**src/rtl/ni_param.sv**
```systemverilog
// Network interface between a GPU endpoint and a router port.
// TX: GPU flits with a valid destination ID are rewritten to a routing
// address and buffered toward the router. RX: router flits addressed to
// this endpoint are rewritten back to a GPU ID and buffered toward the GPU.
// Flits that fail classification are discarded and counted (saturating).

// One direction: FIFO_DEPTH-entry circular buffer plus a registered output stage.
module ni_chan #(
  parameter int DATA_W = 16,
  parameter int DEPTH  = 8
) (
  input  logic              clk,
  input  logic              reset_n,
  input  logic [DATA_W-1:0] in_data,
  input  logic              push,
  output logic              full,
  output logic [DATA_W-1:0] out_data,
  output logic              out_valid,
  input  logic              out_ready
);
  localparam int AW = $clog2(DEPTH);

  logic [DATA_W-1:0] mem [DEPTH];
  logic [AW-1:0]     wptr, rptr;
  logic [AW:0]       cnt;
  logic              wr, rd;

  assign full = (cnt == (AW+1)'(DEPTH));
  assign wr   = push && !full;
  // Head moves into the output stage when the stage is free or draining now.
  assign rd   = (cnt != '0) && (!out_valid || out_ready);

  // Storage array; contents need no reset since pointers define validity.
  always_ff @(posedge clk) begin
    if (wr) mem[wptr] <= in_data;
  end

  // Pointers wrap naturally at AW bits; count tracks push minus pop.
  always_ff @(posedge clk or negedge reset_n) begin
    if (!reset_n) begin
      wptr <= '0;
      rptr <= '0;
      cnt  <= '0;
    end else begin
      if (wr) wptr <= wptr + 1'b1;
      if (rd) rptr <= rptr + 1'b1;
      case ({wr, rd})
        2'b10:   cnt <= cnt + 1'b1;
        2'b01:   cnt <= cnt - 1'b1;
        default: cnt <= cnt;
      endcase
    end
  end

  // Output stage holds data and valid steady until the consumer takes it.
  always_ff @(posedge clk or negedge reset_n) begin
    if (!reset_n) begin
      out_valid <= 1'b0;
      out_data  <= '0;
    end else if (rd) begin
      out_valid <= 1'b1;
      out_data  <= mem[rptr];
    end else if (out_ready) begin
      out_valid <= 1'b0;
    end
  end
endmodule

module ni_param #(
  parameter int GPU_ID      = 11,
  parameter int DATA_W      = 16,
  parameter int HEADER_W    = 6,
  parameter int FIFO_DEPTH  = 8,
  parameter int NUM_GPU     = 32,
  parameter int ADDR_OFFSET = 3,
  parameter int CNT_W       = 8
) (
  input  logic              clk,
  input  logic              reset_n,
  input  logic [DATA_W-1:0] gpu_data_in,
  input  logic              gpu_valid_in,
  output logic              gpu_ready_out,
  output logic [DATA_W-1:0] gpu_data_out,
  output logic              gpu_valid_out,
  input  logic              gpu_ready_in,
  output logic [DATA_W-1:0] router_data_out,
  output logic              router_valid_out,
  input  logic              router_ready_in,
  input  logic [DATA_W-1:0] router_data_in,
  input  logic              router_valid_in,
  output logic              router_ready_out,
  output logic [CNT_W-1:0]  drop_cnt_tx,
  output logic [CNT_W-1:0]  drop_cnt_rx
);
  localparam int PL_W = DATA_W - HEADER_W;
  localparam logic [HEADER_W-1:0] OFS     = HEADER_W'(ADDR_OFFSET);
  localparam logic [HEADER_W-1:0] MY_ADDR = HEADER_W'(GPU_ID + ADDR_OFFSET);

  logic [HEADER_W-1:0] tx_hdr, rx_hdr;
  logic [DATA_W-1:0]   tx_data, rx_data;
  logic                tx_ok, rx_ok, tx_full, rx_full, tx_drop, rx_drop;

  assign tx_hdr  = gpu_data_in[DATA_W-1 -: HEADER_W];
  assign tx_ok   = (tx_hdr != '0) && (int'(tx_hdr) <= NUM_GPU);
  assign tx_data = {tx_hdr + OFS, gpu_data_in[PL_W-1:0]};

  assign rx_hdr  = router_data_in[DATA_W-1 -: HEADER_W];
  assign rx_ok   = (rx_hdr == MY_ADDR);
  assign rx_data = {rx_hdr - OFS, router_data_in[PL_W-1:0]};

  // Ready reflects registered occupancy only. Misaddressed flits are
  // consumed on sight, even with a full FIFO, since they need no space.
  assign gpu_ready_out    = !tx_full;
  assign router_ready_out = !rx_full;
  assign tx_drop = gpu_valid_in && !tx_ok;
  assign rx_drop = router_valid_in && !rx_ok;

  ni_chan #(.DATA_W(DATA_W), .DEPTH(FIFO_DEPTH)) u_tx (
    .clk(clk), .reset_n(reset_n),
    .in_data(tx_data), .push(gpu_valid_in && tx_ok), .full(tx_full),
    .out_data(router_data_out), .out_valid(router_valid_out),
    .out_ready(router_ready_in)
  );

  ni_chan #(.DATA_W(DATA_W), .DEPTH(FIFO_DEPTH)) u_rx (
    .clk(clk), .reset_n(reset_n),
    .in_data(rx_data), .push(router_valid_in && rx_ok), .full(rx_full),
    .out_data(gpu_data_out), .out_valid(gpu_valid_out),
    .out_ready(gpu_ready_in)
  );

  // Saturating drop counters, one per direction.
  always_ff @(posedge clk or negedge reset_n) begin
    if (!reset_n) begin
      drop_cnt_tx <= '0;
      drop_cnt_rx <= '0;
    end else begin
      if (tx_drop && drop_cnt_tx != '1) drop_cnt_tx <= drop_cnt_tx + 1'b1;
      if (rx_drop && drop_cnt_rx != '1) drop_cnt_rx <= drop_cnt_rx + 1'b1;
    end
  end
endmodule

```
**config.mk**
```make
export PLATFORM = sky130hd
export DESIGN_NAME = ni_param
export DESIGN_NICKNAME = d
export VERILOG_FILES = /design/src/rtl/ni_param.sv
export SDC_FILE = /design/constraint.sdc
export NUM_CORES = 1
export LEC_CHECK = 0
export ABC_CLOCK_PERIOD_IN_PS = 3900
export BUFFER_PORTS_ARGS = -buffer_cell sky130_fd_sc_hd__buf_2
export CELL_PAD_IN_SITES_DETAIL_PLACEMENT = 0
export CELL_PAD_IN_SITES_GLOBAL_PLACEMENT = 1
export CORE_AREA = 2 2 143 215
export DETAILED_ROUTE_END_ITERATION = 8
export DIE_AREA = 0 0 145 217
export PLACE_DENSITY = 0.77
export SYNTH_ARGS = -nofsm -noshare
export SYNTH_HDL_FRONTEND = slang
export SYNTH_SLANG_ARGS = --single-unit
```
**constraint.sdc**
```tcl
create_clock -name clk -period 3.9 [get_ports clk]
set_clock_uncertainty 0.05 [all_clocks]
set_input_delay 0 -clock clk [delete_from_list [all_inputs] [get_ports clk]]
set_output_delay 0 -clock clk [all_outputs]
set_load 0.05 [all_outputs]
```
Yosys cells after proc, flatten, opt, wreduce, memory -nomap -nowiden. Memory sizes are Yosys's and may differ from the RTL's. A register that Yosys moved wholly into a read port is not among the register bits. Index checks and enable logic that the tools add are counted.

Input bits: 38. Flip-flop bits (word level): 38. Output and inout port bits: 52. Logic and storage cells: 72. Bits in writable memories: 256. Memories kept: 2.

Magnitude comparators: 1. $add $sub $neg: 12. Reductions and logical operators: 28. Equality and inequality tests: 9. Muxes and demuxes: 10.

Memory list: u_rx.mem (depth 8, bits a word 16, read ports 1, clocked after memory_dff 1, write ports 1, RTL line 23) `logic [DATA_W-1:0] mem [DEPTH];`; u_tx.mem (depth 8, bits a word 16, read ports 1, clocked after memory_dff 1, write ports 1, RTL line 23).

Operators with widths (number): $add 8x1->8 const B (2); $ne 8x8->1 const B (2); $pmux 4 s2 (2); $add 3x1->3 const B (4); $logic_and 1x1->1 (11); $add 4x1->4 const B (2); $eq 4x4->1 const B (2); $logic_not 1->1 (8); $mux 1 (8); $reduce_bool 2->1 (4); $reduce_bool 4->1 (2); $sub 4x1->4 const B (2); $add 6x2->6 const B (1); $eq 6x4->1 const B (1); $le 6x6->1 const B (1); $reduce_bool 6->1 (1); $sub 6x2->6 const B (1); $eq 2x1->1 const B (2); $eq 2x2->1 const B (2); $logic_or 1x1->1 (2).

Depth between registers and ports, before layout.
Word-level depth: 6. Depth in mapped cells: 12. Mapped depth without buffers: 12.

By module. A second synthesis with hierarchy kept.

Cell total of the unflattened synthesis: 865. Area total of the unflattened synthesis: 13261.5 um^2.

Modules (own cells, without submodules): ni_chan at u_tx (instances 1, area each 6095.8 um^2, cells an instance 376, seq. area each 4519.3 um^2); ni_chan at u_rx (instances 1, area each 6093.3 um^2, cells an instance 375, seq. area each 4519.3 um^2); ni_param (instances 1, area each 1072.3 um^2, cells an instance 114, seq. area each 400.4 um^2).

Least setup slack after synthesis. OpenSTA, ideal clock, no wires.

Path type: register to register. From: reg u_tx.cnt[0]. To: mem u_tx.mem[0][0], enable pin. Buffers on the path: 0. Clock period less this slack: 2.804 ns. Required time: 3.441 ns. Cell stages (with the launch flop): 5. Setup time: 0.409 ns. Data arrival time: 2.345 ns. Setup slack: 1.096 ns. Cells stage by stage: dfrtp_1 > nor3_1 > nand2_1 > nand4b_1 > nor3_1.

Longest elaborated chain between the ends: 5.

Ends and longest elaborated chain: from (decl) (RTL line 25) `logic [AW:0] cnt;`; from (signal assigned) (RTL line 48) `2'b10: cnt <= cnt + 1'b1;`; from (signal assigned) (RTL line 49) `2'b01: cnt <= cnt - 1'b1;`; from (signal assigned) (RTL line 50) `default: cnt <= cnt;`; $eq 4x4->1 (RTL line 28) `assign full = (cnt == (AW+1)'(DEPTH));`; $logic_not 1->1; net gpu_ready_out (RTL line 82) `output logic gpu_ready_out,`; $logic_and 1x1->1 (RTL line 29) `assign wr = push && !full;`; $mux 1 (RTL line 35) `if (wr) mem[wptr] <= in_data;`; $mux 1 (not written as such) (RTL line 35); to (decl) (RTL line 23).

The timed path passes the listed nets, and every way through them passes these cells.

Final worst setup path.
From: reg u_tx.cnt[1]. To: reg u_tx.cnt[2].

Longest elaborated chain between the ends: 5. Elaborated cells between the ends (all ways): 11. Those cells by class: 2 x add/sub; 3 x eq/ne; 1 x mux; 5 x reduce/logical.

Ends and longest elaborated chain: $eq 4x4->1 (RTL line 28); $logic_not 1->1 (RTL line 29); $logic_and 1x1->1 (RTL line 29); $eq 2x1->1 or $eq 2x2->1 (tied branches) (RTL line 47) `case ({wr, rd})`; $pmux 4 s2 or $reduce_bool 2->1 (tied branches).

Several ways; a longest one is shown, not always the timed one. A chain may end at the register's enable or synchronous reset.

==> metrics <==
status completed; Worst R2R Start u_tx.cnt[1]; Crit-path slowest cell dfrtp_1; die area about 31000 um2; top sig layer met4; Post-Syn Nets between 900 and 1k; RSZ-0062 raised after global routing false; Critical Path RT between 4 and 5 ns; total number of H-tree levels 1; CP delay by family, top adder cells; critical path data arrival time around 3.3 ns; Synth Flop Type edfxtp_1; final net count between 1k and 1.5k; routed via count between 7k and 8k; Setup crit start kind flop; mean number of vias per cell between 5 and 6; IO Count 90; Global Route Usage Sum 0.170; cell count after synthesis 856; post-synthesis cell type count 46; share of layout cells above drive strength 1 0.181; Max Clock Freq ~340 MHz; worst hold path class in -> async; setup TNS 0 ns; synth warn 0; Detailed Route WL 26700 um; Least-Margin Pin Slew 1.17 ns; pwr dens between 700 and 800 nW/um2; reg2reg setup slack 0.98 ns; Seq/Total Area, Yosys 0.715; R2R cell count 11; die width about 150 um; Worst Path Buf+Inv 2; first-pass GRT wire length 41800 um; Port Buffers 89; Tcrit/Tclk final 0.749; VDD IR max approximately 0.53 mV; M1 WL about 10000 um; CP max FO 20; TritonCTS Buffers 29; CP Class reg -> reg; EDFF count, synth ~260; DIE HEIGHT between 200 and 250 um; Worst path depth 11; Final ANT Viol Nets 0; vias in the first global route between 7k and 8k; syn_area_per_cell roughly 15 um2; CP most frequent cell xor2_1; Pleak roughly 6 nW; grt ovf 0; DRC 0; R2R Path End u_tx.cnt[2]; initial core utilization 0.444; Final Setup Violations 0; max cap viols 0; FF+latch count, synth 326; crit end category flop; worst path cell trace nor4_1, a21o_1, buf_4, inv_2, ha_1, xor2_1, ha_1, a21oi_1, xor2_1, nor2_1, xor2_1; worst-case clock buffer depth 3; first drt pass iteration count 5; Core Region about 30000 um2; initial detailed-routing violation count approximately 440; pin count of the biggest net entering global routing 67; Worst path max stage delay approximately 0.45 ns; hold bufs inserted after CTS 38; TritonCTS clock tree done; pins over their slew limit 0; Final min period between 2 and 3 ns; CTS sink cnt approximately 330; Post-CTS Setup Inserts 0; ys async rst share 0.215; Placer Congestion between 0.7 and 0.8; ant diodes 0; Root Buffer clkbuf_16; Clock Latency Late Sink around 0.55 ns; Fill cells roughly 2.5k; final hold violations 0; Post-DP HPWL approximately 16000 um; max_slew headroom 0.223; routed len/inst roughly 19 um; PostCTS Resize Cnt 0; Util after Layout 0.523; antenna violations before repair 0; Netlist Area Pre-Place approximately 13000 um2; Layout area overhead 17.8%; metal2 WL 14400 um; Worst-path clk slew roughly 0.070 ns; Cell Rows 78; met3 wire len 1260 um
[per-layer routing]
metal,up-vias,global-route usage
met1,3718,0.194
li1,3528,-
met3,53,0.0258
met5,-,0
met2,169,0.321
met4,0,0.0617
[layout make-up]
| class | count | area, um2 | share of cell area |
|---|---|---|---|
| Clock buffer | 36 | 772 | 0.0496 |
| Clock inverter | 17 | 211 | 0.0136 |
| Inverter | 19 | 71.3 | 0.00458 |
| Multi-Input combinational cell | 476 | 3560 | 0.229 |
| Sequential cell | 326 | 9450 | 0.607 |
| Tap cell | 400 | 500 | 0.0322 |
| Timing Repair Buffer | 149 | 993 | 0.0639 |
[placed cells by master (no fill, tap or decap), drive strengths merged, types with 15 or more instances in the layout]
cell type,instances
nor2,19
a22oi,64
edfxtp,256
xnor2,18
clkbuf,36
nand2,93
buf,111
dfrtp,70
nand3,38
mux2i,131
inv,19
dlygate4sd3,38
ha,15
[worst reg2reg max path, delay by kind of cell, from the launching register on]
family	cells	cell delay, ns
adder cells (fa/ha/maj)	2	0.54
buffers and inverters	2	0.53
AND/OR/NAND/NOR	2	0.48
XOR/XNOR	3	0.47
flip-flops	1	0.45
AO/OA/AOI/OAI	2	0.28
[flip-flops by register name, indices dropped and copies added, names as in the netlist, 4 cells and up]
name and cells:
u_rx.mem 128, u_rx.cnt 4, u_rx.out_data 16, drop_cnt_tx 8, u_tx.out_data 16, u_tx.cnt 4
u_tx.mem 128, drop_cnt_rx 8
[cells in the mapped netlist (3+ instances only)]
master    count  area, um2
nor3_1       12       60.1
o21ai_0       5       25.0
nand4b_1      3       26.3
nor2b_1       5       31.3
clkbuf_1     15       56.3
nor2_1       19       71.3
ha_1         15        188
xnor2_1      18        158
mux2i_1     130       1300
nand3_1      37        185
buf_2        18       90.1
a22oi_1      64        480
edfxtp_1    256       7690
nand4_1       5       31.3
a21oi_1       7       35.0
nor4_1        4       25.0
mux2_2        8       90.1
nand2b_1      9       56.3
nand2_1      92        345
xor2_1       12        105
dfrtp_1      70       1750
inv_1        17       63.8
[per-stage QoR]
step | setup slack [ns] | instances | instance area (um2) | hold WS (ns) | power [mW]
6_report | 0.979 | 1423 | 15600 | 0.00282 | 11.2
5_1_grt | 0.708 | 1423 | 15600 | 0.0313 | 11.8
4_1_cts | 0.949 | 1423 | 15600 | 0.00491 | 11.4
3_5_place_dp | 0.981 | 1332 | 14200 | 0.0739 | 8.38
3_3_place_gp | 0.988 | 1332 | 14200 | 0.0842 | 8.31
2_1_floorplan | 1.10 | 856 | 13200 | -0.346 | 7.41
[where the power goes]
group          switching, mW  internal, mW
sequential             0.613          4.23
combinational           2.23          1.24
clock                   1.21          1.73
[how the worst max path moves through the flow]
stage,from,endpoint,slack (ns)
floorplan,u_tx.cnt[0],u_tx.mem[0][0],1.10
global placement,u_tx.cnt[1],u_tx.cnt[2],0.99
detailed placement,u_tx.cnt[1],u_tx.cnt[2],0.98
CTS,u_tx.cnt[1],u_tx.cnt[2],0.95
global route,u_tx.cnt[1],u_tx.cnt[2],0.71
finish,u_tx.cnt[1],u_tx.cnt[2],0.98
[logic make-up (layout without fill, tap and decap cells)]
group | count (synthesis) | in the layout | synth area share
flops | 326 | 326 | 0.715
simple gates | 206 | 206 | 0.0777
mux | 141 | 141 | 0.109
compound gates | 83 | 83 | 0.0452
buf+inv | 54 | 221 | 0.0176
xor+xnor | 30 | 30 | 0.0199
fa+ha+maj | 16 | 16 | 0.0157
Note: power is estimated with default switching activity, not from simulation.
